**src/rtl/adc_packer_if.sv**
```systemverilog
// adc_packer_if: packed-word valid/ready bus from adc_packer to the
// capture-buffer writer. The packer drives data, valid and address; the
// writer returns ready.
interface adc_packer_if #(
    parameter int unsigned DATA_W = 64,
    parameter int unsigned ADDR_W = 14
);
    logic [DATA_W-1:0] o_data;
    logic              o_valid;
    logic              i_ready;
    logic [ADDR_W-1:0] o_addr;

    modport master (
        output o_data,
        output o_valid,
        output o_addr,
        input  i_ready
    );

    modport slave (
        input  o_data,
        input  o_valid,
        input  o_addr,
        output i_ready
    );
endinterface

```
**src/rtl/adc_packer.sv**
```systemverilog
// adc_packer: packs LANES samples of SAMPLE_W bits, zero-extended into
// LANE_W-bit lanes (lane 0 in the low bits), and presents each word with a
// wrapping write address on a valid/ready bus. Words that complete while the
// output register is still occupied are dropped and flagged in o_overflow.
// Build option: define ADC_PACKER_TESTPAT_EN to include the ramp test-pattern
// generator selected by i_mode; without it i_mode is ignored (live only).
module adc_packer #(
    parameter int unsigned SAMPLE_W = 14,
    parameter int unsigned LANE_W   = 16,
    parameter int unsigned LANES    = 4,
    parameter int unsigned ADDR_W   = 14
) (
    input  logic                i_62clk,
    input  logic                i_reset,
    input  logic                i_enable,
    input  logic                i_mode,
    input  logic [SAMPLE_W-1:0] i_sample,
    input  logic                i_sample_valid,
    adc_packer_if.master        bus,
    output logic                o_wrap,
    output logic                o_overflow
);
    localparam int unsigned WORD_W = LANES * LANE_W;
    localparam int unsigned IDX_W  = $clog2(LANES);

    typedef enum logic {
        S_IDLE,
        S_FILL
    } state_t;

    state_t               state;
    logic [IDX_W-1:0]     lane_idx;
    logic [WORD_W-1:0]    pack;
    logic [WORD_W-1:0]    word_next;
    logic [SAMPLE_W-1:0]  sample;
    logic [LANE_W-1:0]    lane_val;
    logic                 slot;
    logic                 last_lane;
    logic                 word_done;
    logic                 handshake;
    logic                 load;

`ifdef ADC_PACKER_TESTPAT_EN
    logic [SAMPLE_W-1:0]  ramp;

    assign slot   = (state == S_FILL) && i_enable && (i_mode || i_sample_valid);
    assign sample = i_mode ? ramp : i_sample;

    // Ramp advances once per slot, whichever source fed that slot.
    always_ff @(posedge i_62clk or posedge i_reset) begin
        if (i_reset) begin
            ramp <= '0;
        end else if (slot) begin
            ramp <= ramp + SAMPLE_W'(1);
        end
    end
`else
    logic unused_mode;

    assign unused_mode = i_mode;
    assign slot        = (state == S_FILL) && i_enable && i_sample_valid;
    assign sample      = i_sample;
`endif

    assign lane_val  = LANE_W'(sample);
    assign last_lane = (lane_idx == IDX_W'(LANES - 1));
    assign word_done = slot && last_lane;
    assign handshake = bus.o_valid && bus.i_ready;
    assign load      = word_done && (!bus.o_valid || handshake);

    // Current partial word with this slot's sample merged into its lane.
    always_comb begin
        word_next = pack;
        for (int unsigned i = 0; i < LANES; i++) begin
            if (lane_idx == IDX_W'(i)) begin
                word_next[i*LANE_W +: LANE_W] = lane_val;
            end
        end
    end

    // Packing FSM: idles (discarding any partial word) until enabled, then
    // fills lanes back to back on every slot.
    always_ff @(posedge i_62clk or posedge i_reset) begin
        if (i_reset) begin
            state    <= S_IDLE;
            lane_idx <= '0;
            pack     <= '0;
        end else begin
            case (state)
                S_IDLE: begin
                    lane_idx <= '0;
                    pack     <= '0;
                    if (i_enable) begin
                        state <= S_FILL;
                    end
                end
                S_FILL: begin
                    if (!i_enable) begin
                        state    <= S_IDLE;
                        lane_idx <= '0;
                        pack     <= '0;
                    end else if (slot) begin
                        pack     <= word_next;
                        lane_idx <= last_lane ? '0 : lane_idx + IDX_W'(1);
                    end
                end
                default: begin
                    state    <= S_IDLE;
                    lane_idx <= '0;
                    pack     <= '0;
                end
            endcase
        end
    end

    // Output register: loads a finished word when empty or draining this
    // cycle, otherwise drops it; address advances on every handshake.
    always_ff @(posedge i_62clk or posedge i_reset) begin
        if (i_reset) begin
            bus.o_data  <= '0;
            bus.o_valid <= 1'b0;
            bus.o_addr  <= '0;
            o_wrap      <= 1'b0;
            o_overflow  <= 1'b0;
        end else begin
            o_wrap <= 1'b0;
            if (load) begin
                bus.o_data  <= word_next;
                bus.o_valid <= 1'b1;
            end else if (handshake) begin
                bus.o_valid <= 1'b0;
            end
            if (word_done && !load) begin
                o_overflow <= 1'b1;
            end
            if (handshake) begin
                bus.o_addr <= bus.o_addr + ADDR_W'(1);
                o_wrap     <= (bus.o_addr == '1);
            end
        end
    end
endmodule
```
**src/flat_wrapper.sv**
```systemverilog
// flat-port wrapper written by rule: the top's interface ports become plain ports
module adc_packer_flat 
#(
    parameter int unsigned SAMPLE_W = 14,
    parameter int unsigned LANE_W   = 16,
    parameter int unsigned LANES    = 4,
    parameter int unsigned ADDR_W   = 14
)
  (i_62clk, i_reset, i_enable, i_mode, i_sample, i_sample_valid, o_wrap, o_overflow, bus_o_data, bus_o_valid, bus_o_addr, bus_i_ready);
  adc_packer_if #(.ADDR_W(ADDR_W)) bus_i ();
  input  logic i_62clk;
  input  logic i_reset;
  input  logic i_enable;
  input  logic i_mode;
  input  logic [SAMPLE_W-1:0] i_sample;
  input  logic i_sample_valid;
  output logic o_wrap;
  output logic o_overflow;
  output wire logic [$bits(bus_i.o_data)-1:0] bus_o_data;
  output wire logic [$bits(bus_i.o_valid)-1:0] bus_o_valid;
  output wire logic [$bits(bus_i.o_addr)-1:0] bus_o_addr;
  input wire logic [$bits(bus_i.i_ready)-1:0] bus_i_ready;
  assign bus_o_data = bus_i.o_data;
  assign bus_o_valid = bus_i.o_valid;
  assign bus_o_addr = bus_i.o_addr;
  assign bus_i.i_ready = bus_i_ready;
  adc_packer #(.SAMPLE_W(SAMPLE_W), .LANE_W(LANE_W), .LANES(LANES), .ADDR_W(ADDR_W)) u_core (.i_62clk(i_62clk), .i_reset(i_reset), .i_enable(i_enable), .i_mode(i_mode), .i_sample(i_sample), .i_sample_valid(i_sample_valid), .bus(bus_i), .o_wrap(o_wrap), .o_overflow(o_overflow));
endmodule
```
**config.mk**
```make
export PLATFORM = sky130hd
export DESIGN_NAME = adc_packer_flat
export DESIGN_NICKNAME = d
export VERILOG_FILES = /design/src/rtl/adc_packer_if.sv /design/src/rtl/adc_packer.sv /design/src/flat_wrapper.sv
export SDC_FILE = /design/constraint.sdc
export NUM_CORES = 1
export LEC_CHECK = 0
export BUFFER_PORTS_ARGS = -buffer_cell sky130_fd_sc_hd__buf_2
export CORE_AREA = 2 2 108 110
export DETAILED_ROUTE_END_ITERATION = 10
export DIE_AREA = 0 0 110 112
export GPL_ROUTABILITY_DRIVEN = 0
export MAX_ROUTING_LAYER = met4
export PLACE_DENSITY_LB_ADDON = 0.12
export RECOVER_POWER = 25
export SYNTH_ARGS = -nofsm -noshare
export SYNTH_HDL_FRONTEND = slang
export SYNTH_SLANG_ARGS = --single-unit
```
**constraint.sdc**
```tcl
create_clock -name i_62clk -period 9.1 [get_ports i_62clk]
set_input_delay 0.91 -clock i_62clk [delete_from_list [all_inputs] [get_ports i_62clk]]
set_output_delay 0.91 -clock i_62clk [all_outputs]
set_load 0.01 [all_outputs]
```
==> reports/qor.yml, run 1 <==
outcome: "finished with violations"
violations: "max-capacitance violations, max-slew violations"
rsz0062_at_grt: "false"
drive_above_1_share: 0.264
startpoint_type: "input port"
worstPathCellList: "clkbuf_1 > nand2b_1 > and2_4 > mux2_2"
setup_violations: 0
place_inst: 649
synth-seq-area-share: 0.590
fp.dieH_um: 112
fin_tns_setup_ps: 0
drt_iter0_drc: 196
r2r_end: "u_core.bus.o_data[55]"
synth_top_area_frac: 0.590
ys_seq_elements: 132
clk_latency_ps: 410
area_growth_pct: 18.8
fin_util: 0.595
synth_area_um2: 5600
max_slew_margin: -0.589
finalClockSkew_ps: 5.40
clk_pin_slew_worst_paths_ps: 50
synth_top_area_cell: "dfrtp_1"
dp_hpwl_um: 7580
vdd_ir_drop_max_mv: 0.106
hold_path_depth: 1
firstDrtPassIters: 5
overflow: 0
leakage_nw: 3.45
grt_max_degree: 81
yosys_most_used_dff: "dfrtp_1"
fmax_mhz: 282
cp.required_ps: 9390
slew_violations: 100
stdcell_area_um2: 6650
multi_input_area_um2: 2000
viasPerCell: 5.59
min-delay-path-class: "flop to flop"
crit_slowest_cell: "nand2b_1"
wl_per_cell_um: 18.2
slowest_delay_ps: 1420
num_rows: 39
rrSetupSlack_ps: 5890
nFillCells: 924
cts_hold_buf: 0
grt_pass1_vias: 3991
finalCritPeriodShare: 0.390
diodes: 0
syn_nets: 476
port_buffers: 99
final-hold-violation-count: 0
cts_tree: "yes"
crit_path_end_kind: "flop"
cts_inserted_buffers: 17
drc: 0
nets: 550
p_per_area_nw_per_um2: 209
avgSynthCellArea_um2: 12.4
initial_core_util: 0.501
cp_num_buf_inv: 1
critPathKind: "input port to flop"
synth_warnings: 0
reg2regPathDepth: 3
yosys.cell_types.count: 28
worstPathArrival_ps: 3840
cts_max_path_buffers: 2
grt.total_usage: 0.228
root_buffer: "clkbuf_16"
dieArea_um2: 12300
clock_sinks: 132
pin_count: 101
htree_levels: 4
num_vias: 3810
min_period_ps: 3550
antenna_left: 0
max_cap_viol_count: 2
async_reset_ff_frac: 1.00
place_area_um2: 6040
antenna_found_initial: 0
core_area_um2: 11200
post_cts_buffers: 0
final_cells: 681
worstMarginPinSlew_ps: 2370
grt_pass1_wl_um: 20700
ctsResizeCount: 0
die_w_um: 110
timing.rr.start: "u_core.bus.o_valid"
syn_inst: 451
worstHoldStart: "u_core.pack[14]"
cp_max_fo: 64
path_delay_family: "simple AND/OR/NAND/NOR gates"
synth-edff-count: 0
power.total_w: 0.00139
drt-total-wl_um: 12400
ys_top_cells_by_area: "dfrtp_1, mux2i_1, a21oi_1, a22o_1, mux2_4"
regArea_um2: 3300
holdPathEnd: "u_core.pack[14]"
==> stage by stage <==
stage / hold WS, ps / setup slack (ps)
finish: 478 / 5550
global route: 509 / 5360
CTS: 481 / 6350
detailed placement: 463 / 5910
global placement: 463 / 5940
floorplan: 445 / 4660
==> sequential cells by signal (all words and copies together) (netlist names) <==
register,cells
u_core.o_wrap,1
u_core.lane_idx,2
u_core.bus.o_valid,1
u_core.o_overflow,1
u_core.state,1
u_core.pack,48
u_core.bus.o_addr,14
u_core.bus.o_data,64
==> placed cells by master, fill, tap and decap left out, types with 5 or more instances in the layout <==
cell and instances:
clkbuf_1 17, mux2_2 9, nor4_1 5, nand2_1 7, nand3_1 5, ha_1 5
clkbuf_16 17, a22o_1 42, and2_1 7, dfrtp_1 132, nor2b_1 8, mux2i_1 44
mux2_4 12, xor2_1 10, a21oi_1 87, buf_2 82, nor2_1 7
==> synthesized netlist by cell type (3+ instances only) <==
| cell type | count |
|---|---|
| clkbuf_1 | 8 |
| nor3_1 | 3 |
| buf_1 | 14 |
| xnor2_1 | 3 |
| a22o_1 | 42 |
| buf_6 | 8 |
| ha_1 | 5 |
| dfrtp_1 | 132 |
| nor2b_1 | 8 |
| nor4_1 | 5 |
| mux2_4 | 12 |
| nand2_1 | 7 |
| and2_1 | 8 |
| xor2_1 | 10 |
| a21oi_1 | 87 |
| inv_1 | 5 |
| nor2_1 | 7 |
| nand4_1 | 4 |
| mux2_2 | 9 |
| mux2i_1 | 44 |
| nand3_1 | 5 |
| and3_1 | 3 |
| buf_2 | 17 |
==> kinds of logic after synthesis <==
group | count (synthesis) | synth area share
flip-flops | 132 | 0.590
AO/OA/AOI/OAI | 130 | 0.145
multiplexers | 65 | 0.129
buffers and inverters | 53 | 0.0521
AND/OR/NAND/NOR | 53 | 0.0525
XOR/XNOR | 13 | 0.0203
adder cells (fa/ha/maj) | 5 | 0.0112
==> cell type report <==
type | instances | share of cell area
tap | 143 | 0.0269
clock inverter | 12 | 0.0265
sequential | 132 | 0.497
timing repair buffer | 103 | 0.0758
inverter | 5 | 0.00301
multi-input combinational | 266 | 0.301
clock buffer | 20 | 0.0702
==> per-layer routing <==
metal	up-vias	routed length, um	global-route usage
met5	-	0	-
met4	0	173	0.0903
met3	13	529	0.0521
met2	103	5870	0.323
met1	1943	5800	0.318
li1	1751	-	-
==> worst reg2reg max path: cells and delay by family (launching register included) <==
kind             cells  cell delay [ps]
and+or+nand+nor      2             2220
muxes                1              450
DFF                  1              420
==> worst max-delay path by stage <==
stage | from | slack, ps | to | cells after the start
global route | bus_i_ready | 5360 | u_core.bus.o_data[57] | 4
detailed placement | bus_i_ready | 5910 | u_core.bus.o_data[57] | 4
global placement | bus_i_ready | 5940 | u_core.bus.o_data[55] | 4
finish | bus_i_ready | 5550 | u_core.bus.o_data[55] | 4
CTS | bus_i_ready | 6350 | u_core.bus.o_data[57] | 4
floorplan | i_reset | 4660 | u_core.bus.o_addr[0] | 1
==> power breakdown <==
group	internal [W]	switching, W
Combinational	0.0000197	0.0000404
Clock	0.000480	0.000249
Sequential	0.000595	0.00000483
(Power assumes the default switching activity.)
==> inputs of run 2 (changes only) <==
CORE_AREA = 2 2 109 111   (was 2 2 108 110)
DIE_AREA = 0 0 111 113   (was 0 0 110 112)
clock period = 3 ns   (was 9.1 ns; I/O delays follow)
==> reports/qor.yml, run 2 (synthesized netlist as in run 1, its figures left out) <==
drt-total-wl_um: 12500  # +1.1%
vdd_ir_drop_max_mv: 0.313  # +200%
holdPathEnd: "u_core.state"
finalClockSkew_ps: 4.67  # -0.724 ps
max_slew_margin: 0.439  # +1.03
grt_pass1_wl_um: 21000  # +1.7%
swShare: 0.207  # -0.00475
place_area_um2: 6090  # +0.85%
reg2regPathDepth: 4  # +1
final_common_cell: "dfrtp_1"
pin_count: 101  # unchanged
drive_above_1_share: 0.168  # -0.0954
clk_latency_ps: 410  # about the same
intPower_w: 0.00331  # +200%
drc: 0  # unchanged
drt_iter0_drc: 282  # +44%
area_growth_pct: 18.5
stdcell_area_um2: 6630  # -0.32%
setup_ws_ps: 973  # -4580 ps
cts_inserted_buffers: 17  # unchanged
rrSetupSlack_ps: 970  # -4920 ps
cts_max_path_buffers: 2  # unchanged
clk_pin_slew_worst_paths_ps: 50  # about the same
firstDrtPassIters: 4  # -1
leakage_nw: 3.24  # -6.1%
startpoint_type: "flop"
worstPathCellList: "ha_1 > and4_4 > and2_4 > mux2_2"
antenna_left: 0  # unchanged
slew_violations: 0  # -100%
initial_core_util: 0.497  # -0.00434
core_area_um2: 11300  # +0.87%
root_buffer: "clkbuf_16"
critPathKind: "flop to flop"
nets: 558  # +1.5%
largest_reg_flops: 64  # unchanged
combPwrFrac: 0.044  # about the same
largest_register: "u_core.bus.o_data"
setup_violations: 0  # unchanged
final_cell_mix: "dfrtp_1, a21oi_1, clkbuf_1"
final-hold-violation-count: 0  # unchanged
grt.total_usage: 0.218  # -0.00997
min_period_ps: 2030
worstPathArrival_ps: 2320  # -1520 ps
rsz0062_at_grt: "false"
antenna_found_initial: 0  # unchanged
p_clk_frac: 0.521  # -0.004
die_w_um: 111  # +0.91%
outcome: "completed"
r2r_end: "u_core.bus.o_data[55]"
diodes: 0  # unchanged
cts_hold_buf: 1  # +1
p_sw_w: 0.000866  # +190%
timing.rr.start: "u_core.lane_idx[0]"
grt_pass1_vias: 3927  # -1.6%
overflow: 0  # unchanged
place_inst: 656  # +1.1%
reg.largest.list: "u_core.bus.o_data: 64 flops, u_core.pack: 48 flops, u_core.bus.o_addr: 14 flops"
post_cts_buffers: 0  # unchanged
pre_cts_ws_ps: 976  # -4930 ps
fp.dieH_um: 113  # +0.89%
wl_per_cell_um: 18.2  # about the same
cp_num_buf_inv: 0  # -1
cp_max_fo: 53  # -17%
dp_hpwl_um: 7830  # +3.3%
htree_levels: 4  # unchanged
max_cap_viol_count: 0  # -2
num_rows: 39  # unchanged
min-delay-path-class: "input port to flop"
grt_max_degree: 67  # -17%
finalCritPeriodShare: 0.676
slowest_delay_ps: 610  # -810 ps
dieArea_um2: 12500  # +1.8%
fmax_mhz: 493
hold_path_depth: 1  # unchanged
final_cells: 689  # +1.2%
path_delay_family: "simple AND/OR/NAND/NOR gates"
num_vias: 3870  # +1.6%
crit_path_end_kind: "flop"
clock_sinks: 132  # unchanged
seqPwrFrac: 0.436  # +0.004
crit_slowest_cell: "and2_4"
power.total_w: 0.00418  # +200%
fin_tns_setup_ps: 0  # unchanged
worstHoldStart: "i_enable"
p_per_area_nw_per_um2: 630  # +200%
ctsResizeCount: 0  # unchanged
cp.required_ps: 3290  # -6100 ps
port_buffers: 99  # unchanged
viasPerCell: 5.62  # +0.40%
cts_tree: "yes"
worstMarginPinSlew_ps: 841  # -1530 ps
## run 2: stage by stage
step / utilization / hold slack [ps]
global route: 0.588 / 66.6
detailed placement: 0.540 / 187
floorplan: - / 331
finish: 0.588 / 63.8
CTS: 0.597 / 30.0
global placement: 0.540 / 186
## run 2: cell type report
type                    count  area, um2
multi-input cells         266       2010
clock buffers              22        474
inverters                   5       20.0
flip-flops and latches    132       3300
repair buffers            111        497
clock inverters            10        153
fillers                   979       4640
well taps                 143        179
## run 2: power by group through the flow
stage               Sequential, W  Combinational, W  Clock [W]
global placement          0.00185          0.000186          0
global route              0.00182          0.000204    0.00230
floorplan                 0.00186          0.000119          0
finish                    0.00182          0.000182    0.00218
detailed placement        0.00185          0.000189          0
CTS                       0.00182          0.000191    0.00221
## run 2: worst max path at each step
| stage | startpoint | slack, ps | depth (start not counted) | end |
|---|---|---|---|---|
| 2_1_floorplan | i_reset | 1060 | 1 | u_core.bus.o_addr[0] |
| 3_3_place_gp | u_core.lane_idx[0] | 1030 | 4 | u_core.bus.o_data[55] |
| 3_5_place_dp | u_core.lane_idx[0] | 980 | 4 | u_core.bus.o_data[55] |
| 4_1_cts | u_core.lane_idx[0] | 960 | 4 | u_core.bus.o_data[55] |
| 5_1_grt | u_core.lane_idx[0] | 890 | 5 | u_core.bus.o_data[8] |
| 6_report | u_core.lane_idx[0] | 970 | 4 | u_core.bus.o_data[55] |
## run 2: worst register-to-register path, cell delays in order (launching register included)
cell and delay (ps):
dfrtp_1 410, ha_1 220, and4_4 230, and2_4 610, mux2_2 450
## run 2: layer usage
metal	vias to the layer above	wire [um]	GRT usage
met5	-	0	-
met2	102	5850	0.329
met4	0	167	0.0700
met1	1982	5980	0.301
met3	17	517	0.0434
li1	1769	-	-
